### config.mk
export PLATFORM = sky130hd
export DESIGN_NAME = btn_token_tx
export DESIGN_NICKNAME = d
export VERILOG_FILES = /design/src/rtl/btn_token_pkg.sv /design/src/rtl/token_fifo.sv /design/src/rtl/btn_token_tx.sv
export SDC_FILE = /design/constraint.sdc
export NUM_CORES = 1
export LEC_CHECK = 0
export BUFFER_PORTS_ARGS = -buffer_cell sky130_fd_sc_hd__clkbuf_2
export CAP_MARGIN = 25
export CORE_ASPECT_RATIO = 1.2
export CORE_MARGIN = 2
export CORE_UTILIZATION = 30
export DETAILED_ROUTE_END_ITERATION = 12
export HOLD_SLACK_MARGIN = 0.15
export PLACE_DENSITY = 0.54
export SYNTH_ARGS = -nofsm -noshare
export SYNTH_HDL_FRONTEND = slang
export SYNTH_SLANG_ARGS = --single-unit
### constraint.sdc
create_clock -name CLK -period 5.55 [get_ports CLK]
set_clock_uncertainty 0.2 [all_clocks]
set_input_delay 0 -clock CLK [delete_from_list [all_inputs] [get_ports CLK]]
set_output_delay 0 -clock CLK [all_outputs]
set_load 0.005 [all_outputs]
### src/rtl/btn_token_pkg.sv
// Shared definitions for the button-change token transmitter: token layout,
// handshake FSM encoding and the token packing helper.
package btn_token_pkg;

  localparam int TOK_W     = 8;
  localparam int MASK_MSB  = 7;
  localparam int MASK_LSB  = 4;
  localparam int STATE_MSB = 3;
  localparam int STATE_LSB = 0;

  typedef enum logic [1:0] {
    IDLE = 2'd0,
    REQ  = 2'd1,
    REL  = 2'd2
  } fsm_state_t;

  function automatic logic [TOK_W-1:0] make_token(input logic [3:0] diff,
                                                 input logic [3:0] bout);
    logic [TOK_W-1:0] tok;
    tok = '0;
    tok[MASK_MSB:MASK_LSB]   = diff;
    tok[STATE_MSB:STATE_LSB] = bout;
    return tok;
  endfunction

endpackage

### src/rtl/token_fifo.sv
// Small synchronous FIFO with wrapping pointers and an occupancy counter.
// A push while full is accepted only when a pop frees a slot in the same cycle.
module token_fifo #(
  parameter int DEPTH = 4,
  parameter int WIDTH = 8
) (
  input  logic                       i_clk,
  input  logic                       i_rst_n,
  input  logic                       i_push,
  input  logic [WIDTH-1:0]           i_wdata,
  input  logic                       i_pop,
  output logic [WIDTH-1:0]           o_rdata,
  output logic                       o_full,
  output logic                       o_empty,
  output logic [$clog2(DEPTH):0]     o_count
);

  localparam int AW = $clog2(DEPTH);

  logic [WIDTH-1:0] r_mem [DEPTH];
  logic [AW-1:0]    r_wr_ptr;
  logic [AW-1:0]    r_rd_ptr;
  logic [AW:0]      r_count;
  logic             w_wr_en;
  logic             w_rd_en;

  assign o_full  = (r_count == (AW+1)'(DEPTH));
  assign o_empty = (r_count == '0);
  assign w_rd_en = i_pop & ~o_empty;
  assign w_wr_en = i_push & (~o_full | w_rd_en);
  assign o_rdata = r_mem[r_rd_ptr];
  assign o_count = r_count;

  always_ff @(posedge i_clk) begin
    if (w_wr_en) r_mem[r_wr_ptr] <= i_wdata;
  end

  always_ff @(posedge i_clk or negedge i_rst_n) begin
    if (!i_rst_n) begin
      r_wr_ptr <= '0;
      r_rd_ptr <= '0;
      r_count  <= '0;
    end else begin
      if (w_wr_en) r_wr_ptr <= r_wr_ptr + 1'b1;
      if (w_rd_en) r_rd_ptr <= r_rd_ptr + 1'b1;
      case ({w_wr_en, w_rd_en})
        2'b10:   r_count <= r_count + 1'b1;
        2'b01:   r_count <= r_count - 1'b1;
        default: r_count <= r_count;
      endcase
    end
  end

endmodule

### src/rtl/btn_token_tx.sv
// Turns BOUT changes into {changed mask, new state} tokens, queues them and
// delivers each over a four-phase Send/Ack handshake with optional timeout.
module btn_token_tx
  import btn_token_pkg::*;
#(
  parameter int DEPTH       = 4,
  parameter int TIMEOUT     = 1000,
  parameter int SYNC_STAGES = 2
) (
  input  logic             CLK,
  input  logic             nRST,
  input  logic [3:0]       BOUT,
  input  logic             Ack_out_DDP,
  output logic             Send_in_DDP,
  output logic [TOK_W-1:0] Data_in_DDP,
  output logic             OVF,
  output logic             TMO,
  output logic             Busy
);

  localparam int AW    = $clog2(DEPTH);
  localparam int CNT_W = (TIMEOUT > 1) ? $clog2(TIMEOUT) : 1;

  logic [3:0]             r_prev_bout;
  logic [3:0]             w_diff;
  logic                   w_push;
  logic [TOK_W-1:0]       w_tok;
  logic [SYNC_STAGES-1:0] r_ack_sync;
  logic                   w_ack_s;
  logic                   w_full;
  logic                   w_empty;
  logic [TOK_W-1:0]       w_head;
  logic [AW:0]            w_count;
  fsm_state_t             r_state;
  fsm_state_t             w_state_next;
  logic                   w_pop;
  logic                   w_send_next;
  logic                   w_tmo_set;
  logic                   w_timeout;
  logic [CNT_W-1:0]       r_tmo_cnt;
  logic                   r_send;
  logic [TOK_W-1:0]       r_data;
  logic                   r_ovf;
  logic                   r_tmo;

  assign w_diff  = BOUT ^ r_prev_bout;
  assign w_push  = |w_diff;
  assign w_tok   = make_token(w_diff, BOUT);
  assign w_ack_s = r_ack_sync[SYNC_STAGES-1];

  always_ff @(posedge CLK or negedge nRST) begin
    if (!nRST) begin
      r_prev_bout <= '0;
      r_ack_sync  <= '0;
    end else begin
      r_prev_bout <= BOUT;
      r_ack_sync  <= {r_ack_sync[SYNC_STAGES-2:0], Ack_out_DDP};
    end
  end

  token_fifo #(
    .DEPTH (DEPTH),
    .WIDTH (TOK_W)
  ) u_fifo (
    .i_clk   (CLK),
    .i_rst_n (nRST),
    .i_push  (w_push),
    .i_wdata (w_tok),
    .i_pop   (w_pop),
    .o_rdata (w_head),
    .o_full  (w_full),
    .o_empty (w_empty),
    .o_count (w_count)
  );

  // Counter sits at TIMEOUT-1 on the cycle the abort takes effect.
  assign w_timeout = (TIMEOUT != 0) && (r_tmo_cnt == CNT_W'(TIMEOUT - 1));

  always_comb begin
    w_state_next = r_state;
    w_pop        = 1'b0;
    w_send_next  = r_send;
    w_tmo_set    = 1'b0;
    case (r_state)
      IDLE: begin
        if (!w_empty && !w_ack_s) begin
          w_pop        = 1'b1;
          w_send_next  = 1'b1;
          w_state_next = REQ;
        end
      end
      REQ: begin
        if (w_ack_s) begin
          w_send_next  = 1'b0;
          w_state_next = REL;
        end else if (w_timeout) begin
          w_send_next  = 1'b0;
          w_tmo_set    = 1'b1;
          w_state_next = IDLE;
        end
      end
      REL: begin
        if (!w_ack_s) begin
          w_state_next = IDLE;
        end else if (w_timeout) begin
          w_tmo_set    = 1'b1;
          w_state_next = IDLE;
        end
      end
      default: begin
        w_send_next  = 1'b0;
        w_state_next = IDLE;
      end
    endcase
  end

  always_ff @(posedge CLK or negedge nRST) begin
    if (!nRST) begin
      r_state   <= IDLE;
      r_send    <= 1'b0;
      r_data    <= '0;
      r_ovf     <= 1'b0;
      r_tmo     <= 1'b0;
      r_tmo_cnt <= '0;
    end else begin
      r_state <= w_state_next;
      r_send  <= w_send_next;
      if (w_pop) r_data <= w_head;
      if (w_push && w_full && !w_pop) r_ovf <= 1'b1;
      if (w_tmo_set) r_tmo <= 1'b1;
      if (w_state_next != r_state) r_tmo_cnt <= '0;
      else if ((TIMEOUT != 0) && (r_state != IDLE)) r_tmo_cnt <= r_tmo_cnt + 1'b1;
    end
  end

  assign Send_in_DDP = r_send;
  assign Data_in_DDP = r_data;
  assign OVF         = r_ovf;
  assign TMO         = r_tmo;
  assign Busy        = (w_count != '0) | (r_state != IDLE);

endmodule
# After elaboration in Yosys (flattened, before gate mapping)
# Memory sizes are Yosys's and may differ from the RTL's. A register that Yosys moved wholly into a read port is not among the register bits.
# Cells that the tools add are included.
[totals]
ramBits = 32
elab_cells = 68
ff_bits = 28
memories = 1
output_inout_bits = 12
[mem_list]
columns = ["memory", "depth", "word_bits", "read_ports", "rd_ports_with_merged_regs", "write_ports", "line_no", "text"]
rows = [
  ["u_fifo.r_mem", 4, 8, 1, 1, 1, "token_fifo.sv:20", "logic [WIDTH-1:0] r_mem [DEPTH];"],
]
[classes]
addsub = 5
n_bitwise = 8
eq_ne = 9
reduce_logical = 15
muxes = 20
[ops]
columns = ["cell", "n"]
rows = [
  ["10-bit two-way mux", 2],
  ["10-bit by 1-bit adder with 10-bit output (second input constant)", 1],
  ["10-bit equality test (second input constant)", 1],
  ["1-bit two-way mux", 10],
  ["2-bit two-way mux", 4],
  ["2-bit case mux with 3 select lines", 1],
  ["3-bit case mux with 2 select lines", 1],
  ["2-bit nonzero test", 3],
  ["2-bit by 1-bit adder with 2-bit output (second input constant)", 2],
  ["2-bit by 1-bit equality test with 1-bit output (second input constant)", 2],
  ["2-bit equality test (second input constant)", 2],
  ["1-bit logical NOT", 4],
  ["4-bit OR reduction", 1],
  ["4-bit bitwise XOR", 1],
  ["3-bit by 1-bit adder with 3-bit output (second input constant)", 1],
  ["3-bit equality test (second input constant)", 1],
  ["1-bit logical AND", 3],
  ["3-bit logical NOT", 1],
  ["3-bit inequality test (second input constant)", 1],
  ["1-bit NOT", 3],
  ["1-bit case mux with 3 select lines", 1],
  ["3-bit AND reduction", 1],
  ["3-bit nonzero test", 1],
  ["3-bit by 1-bit subtractor with 3-bit output (second input constant)", 1],
  ["other kinds (6)", 8],
]

# Depth between registers and ports, before layout
[logic_depth]
depth_word = 10
depth_mapped = 11

# By module
# A second synthesis with hierarchy kept.
[hier_totals]
hier_cells = 202
hier_area_um2 = 2966.6
[by_module_without_submodules]
columns = ["module", "area_each_um2", "cells_per_inst", "n_inst"]
rows = [
  ["token_fifo", 1587.8, 80, 1],
  ["btn_token_tx", 1378.8, 122, 1],
]

# Worst setup path after synthesis
# Ideal clock, no wire load.
[synth_path]
kind = "reg-to-reg"
from = "register r_state[0]"
to = "register u_fifo.r_count[2] (netlist: u_fifo.o_count[2])"
t_arrival_ps = 2177
setup_slack_ps = 3093
period_less_slack_ps = 2457
path_stages_with_launch = 12
setup_ps = 79
path_buffers = 1
cell_sequence = "dfrtp_1 > inv_1 > ha_1 > nand2b_1 > nor2_1 > buf_4 > ha_1 > inv_1 > fa_1 > xor2_1 > nor2_1 > xor2_1"
[synth_via]
elab_chain_cells = 7
elab_cells_between_ends = 9
classes_between = "2 x eq/ne; 2 x mux; 3 x bitwise; 2 x reduce/logical"
[synth_rtl]
columns = ["element", "line_no", "text"]
rows = [
  ["start: declaration", "btn_token_tx.sv:34", "fsm_state_t r_state;"],
  ["start signal: assignment", "btn_token_tx.sv:126", "r_state <= w_state_next;"],
  ["2-bit logical NOT *", "btn_token_tx.sv:84", "case (r_state)"],
  ["1-bit two-way mux *", "btn_token_tx.sv:84", ""],
  ["1-bit AND *", "token_fifo.sv:29", "assign w_rd_en = i_pop & ~o_empty;"],
  ["via u_fifo.w_rd_en", "token_fifo.sv:25", "logic w_rd_en;"],
  ["1-bit bitwise OR", "token_fifo.sv:30", "assign w_wr_en = i_push & (~o_full | w_rd_en);"],
  ["1-bit AND", "token_fifo.sv:30", ""],
  ["2-bit by 1-bit equality test with 1-bit output / 2-bit equality test (equally long branches)", "token_fifo.sv:46", "case ({w_wr_en, w_rd_en})"],
  ["3-bit case mux with 2 select lines / 2-bit nonzero test (equally long branches)", "n/a", ""],
  ["end signal: assignment", "token_fifo.sv:47", "2'b10: r_count <= r_count + 1'b1;"],
  ["end signal: assignment", "token_fifo.sv:48", "2'b01: r_count <= r_count - 1'b1;"],
  ["end signal: assignment", "token_fifo.sv:49", "default: r_count <= r_count;"],
  ["end: declaration", "token_fifo.sv:23", "logic [AW:0] r_count;"],
]
# The timed path passes the listed nets; every way through them passes the cells marked *.
# A chain may end at the register's enable or synchronous reset.

# Final worst setup path
[layout_path]
from = "register r_state[0]"
to = "register u_fifo.r_count[2] (netlist: u_fifo.o_count[2])"
[layout_via]
elab_chain_cells = 7
elab_cells_between_ends = 9
classes_between = "2 x eq/ne; 2 x mux; 3 x bitwise; 2 x reduce/logical"
[layout_rtl]
columns = ["element", "line_no"]
rows = [
  ["2-bit logical NOT *", "btn_token_tx.sv:84"],
  ["1-bit two-way mux *", "btn_token_tx.sv:84"],
  ["1-bit AND *", "token_fifo.sv:29"],
  ["1-bit bitwise OR", "token_fifo.sv:30"],
  ["1-bit AND", "token_fifo.sv:30"],
  ["2-bit by 1-bit equality test with 1-bit output / 2-bit equality test (equally long branches)", "token_fifo.sv:46"],
  ["3-bit case mux with 2 select lines / 2-bit nonzero test (equally long branches)", "n/a"],
]
# Every way passes the cells marked *; elsewhere a longest branch is shown, timed or not.

==> results.md <==
- Status: finished clean
- Post-CTS Setup Bufs: 0
- Register share of total power: 0.418
- Pleak: 1.436 nW
- Grt met3 use: 0.03080
- Yosys warning count: 0
- Post-Synth Simple-Gate Area: 0.1198
- Synth Area in Compound Gates: 0.04890
- Final Hold Vio Count: 0
- Hold_sp: BOUT[3]
- CP endpoint kind: flop
- Final Util: 0.3713
- Area grow syn2layout: 21.03%
- Routing usage on met1: 0.1424
- IO Pins: 19
- Synthesized area per cell: 15.13 um2
- Hold Path End: r_prev_bout[3]
- Cells after synthesis: 203
- Initial antenna violation count: 0
- P_int: 1.383 mW
- Worst r2r path cells: 11
- Total CTS buffers: 9
- Part of the Yosys area used for sequential elements: 0.6064
- Clk_lat worst skew: 0.32 ns
- Main combinational cell family by area after synthesis: simple AND/OR/NAND/NOR gates
- RSZ-0062 raised after global routing: false
- XOR/XNOR Fraction of Synth Area: 0.05420
- Worst-margin pin slew: 0.6185 ns
- Worst vdd ir: 0.2075 mV
- Starting Density: 0.3068
- Comb power frac: 0.286
- EDFF count, synth: 32
- Die extent in x: 96.35 um
- Synth top cells by count: 36 x dfrtp_1, 32 x edfxtp_1, 13 x nor3_1
- Req. time, crit path: 5.60 ns
- Post-Synth Adder-Cell Area: 0.04727
- Final Cell Area: 3716 um2
- Ys flop type: dfrtp_1
- Proportion of layout cells with a drive suffix above 1: 0.2469
- Largest cells by area after synthesis: edfxtp_1 31%, dfrtp_1 29%, mux4_2 5.9%
- Fin crit period: 3.270 ns
- # clock sinks: 68
- Power per cell area: 532.9 nW/um2
- RePlAce Congestion: 0.7214
- CP Max Fanout: 15
- GR Util met2: 0.1653
- Final period util: 0.5891
- Top-area cell type share of the netlist area: 0.3130
- Row cnt: 40
- CTS clk-pin slew, worst paths: 0.05 ns
- Multiplexer area fraction after synthesis: 0.1019
- DRC viols: 0
- Final nets: 256
- Post-DR wirelength/cell: 14.32 um
- Root Driver: clkbuf_16
- Drt first pass iters: 4
- Seq. cell area: 1862 um2
- Final ANT Viol Nets: 0
- Largest net degree at the start of global routing: 37
- Die Area: 11060 um2
- Die H: 114.8 um
- Slew headroom: 0.5877
- HP Class: in2reg
- First-pass GRT wire length: 8976 um
- Fillers: 963
- Ant diodes: 0
- Cell Area, Synth: 3070 um2
- Cell taking the most area after synthesis: edfxtp_1
- Worst R2R End: u_fifo.o_count[2]
- Total Routed Length: 5285 um
- Vias: 1686
- IO buf count: 18
- Placed inst area: 3289 um2
- Setup tns final: 0 ns
- Post-CTS resize count: 0
- Vias in the first global route: 1721
- Distinct cell type count after synthesis: 44
- Fraction of power consumed by the clock network: 0.296
- Vias per std cell: 4.569
- Ys async rst share: 0.5294
- Slew Viols, Final: 0
- Max-Cap Viols: 0
- Syn_nets: 221
- Overflow after GRT: 0
- HPWL after DPL: 3476 um
- GRT Total Usage: 0.1095
- Total power: 1.980 mW
- WS Path Type: reg2reg
- Arrival time at the worst endpoint: 3.32 ns
- Most used routing layer: met2
- Core Area: 10010 um2
- Clk buf depth: 2
- Sw frac: 0.3017
- Sw Pwr: 597.5 uW
- Fmax: 305.9 MHz
- Final setup fails: 0
- Register-to-register setup slack: 2.28 ns
- Startpoint Class: flop
- Initial DRC Count: 132
- Worst reg2reg startpoint: r_state[0]
- Synth Register Bits: 68
- CTS tree: yes
- Area of the multi-input gates: 1142 um2
- # H-tree levels: 3
- Hold path cells: 2
- Cell with the most instances after synthesis: dfrtp_1
final cells by class:
cell class / count / share of cell area
sequential: 68 / 0.5010
multi-input combinational: 120 / 0.3074
clock buffer: 11 / 0.06263
timing repair buffer: 29 / 0.05589
tap: 126 / 0.04242
clock inverter: 5 / 0.02054
inverter: 10 / 0.01010
placed cells by master (no fill, tap or decap), types with 3 or more instances in the layout:
master         count
ha_1              10
clkbuf_16          9
nor2_1             6
xnor2_1            9
nand3_1            3
mux4_2             8
nand2_1            8
xor2_1            10
and2_1             4
nand2b_1           3
dfrtp_1           36
dlygate4sd3_1      9
inv_1             10
clkbuf_2          18
nor3_1            13
nand4b_1           4
edfxtp_1          32
mux2_2             9
nor2b_1            3
stage by stage:
stage / setup slack [ns] / cells / hold slack [ns]
after floorplan: 3.093 / 203 / -0.4956
after global placement: 2.086 / 342 / -0.09205
after detailed placement: 1.920 / 342 / -0.09001
after CTS: 1.911 / 366 / 0.1936
after global routing: 2.005 / 369 / 0.2176
final: 2.280 / 369 / 0.2002
timing repair:
item / 4_1_cts / 5_1_grt
hold buffers: 8 / 1
endpoints found under the hold margin: 74 / 11
endpoints found under the setup margin: 0 / 0
kinds of logic (layout without fill, tap and decap cells):
logic type	Yosys count	after routing
compound gates	14	14
xor+xnor	19	19
fa+ha+maj	11	11
buf+inv	15	55
flops	68	68
mux	20	20
simple gates	56	56
power groups by stage:
stage / Sequential [mW] / Combinational [mW] / Clock, mW
4_1_cts: 0.834 / 0.570 / 0.604
3_3_place_gp: 0.836 / 0.554 / 0
2_1_floorplan: 0.785 / 0.457 / 0
5_1_grt: 0.854 / 0.630 / 0.630
3_5_place_dp: 0.842 / 0.563 / 0
6_report: 0.828 / 0.566 / 0.587
metal layers:
metal / part of all wire / vias to the layer above
met5: 0 / -
met4: 0.027 / 0
met3: 0.035 / 10
met2: 0.50 / 19
met1: 0.44 / 839
li1: - / 818
worst max-delay path: stages, from the launching register on:
cell	delay, ns
dfrtp_1	0.44
inv_1	0.14
ha_1	0.51
nand2b_1	0.23
nor2_1	0.37
buf_4	0.26
ha_1	0.20
inv_1	0.07
fa_1	0.37
xor2_1	0.16
nor2_1	0.12
xor2_1	0.15
flip-flops by register name, indices dropped and copies added, names as in the netlist, 2 cells and up:
signal           cells
r_ack_sync           2
r_prev_bout          4
u_fifo.r_rd_ptr      2
u_fifo.o_count       3
u_fifo.r_wr_ptr      2
u_fifo.r_mem        32
r_state              2
r_tmo_cnt           10
Data_in_DDP          8
worst max-delay path by stage:
| stage | startpoint | to |
|---|---|---|
| after CTS | r_state[0] | u_fifo.o_count[2] |
| after detailed placement | r_state[0] | u_fifo.o_count[2] |
| after global routing | r_state[0] | u_fifo.o_count[2] |
| after floorplan | r_state[0] | u_fifo.o_count[2] |
| after global placement | r_state[0] | u_fifo.o_count[2] |
| final | r_state[0] | u_fifo.o_count[2] |
(Power assumes the default switching activity.)
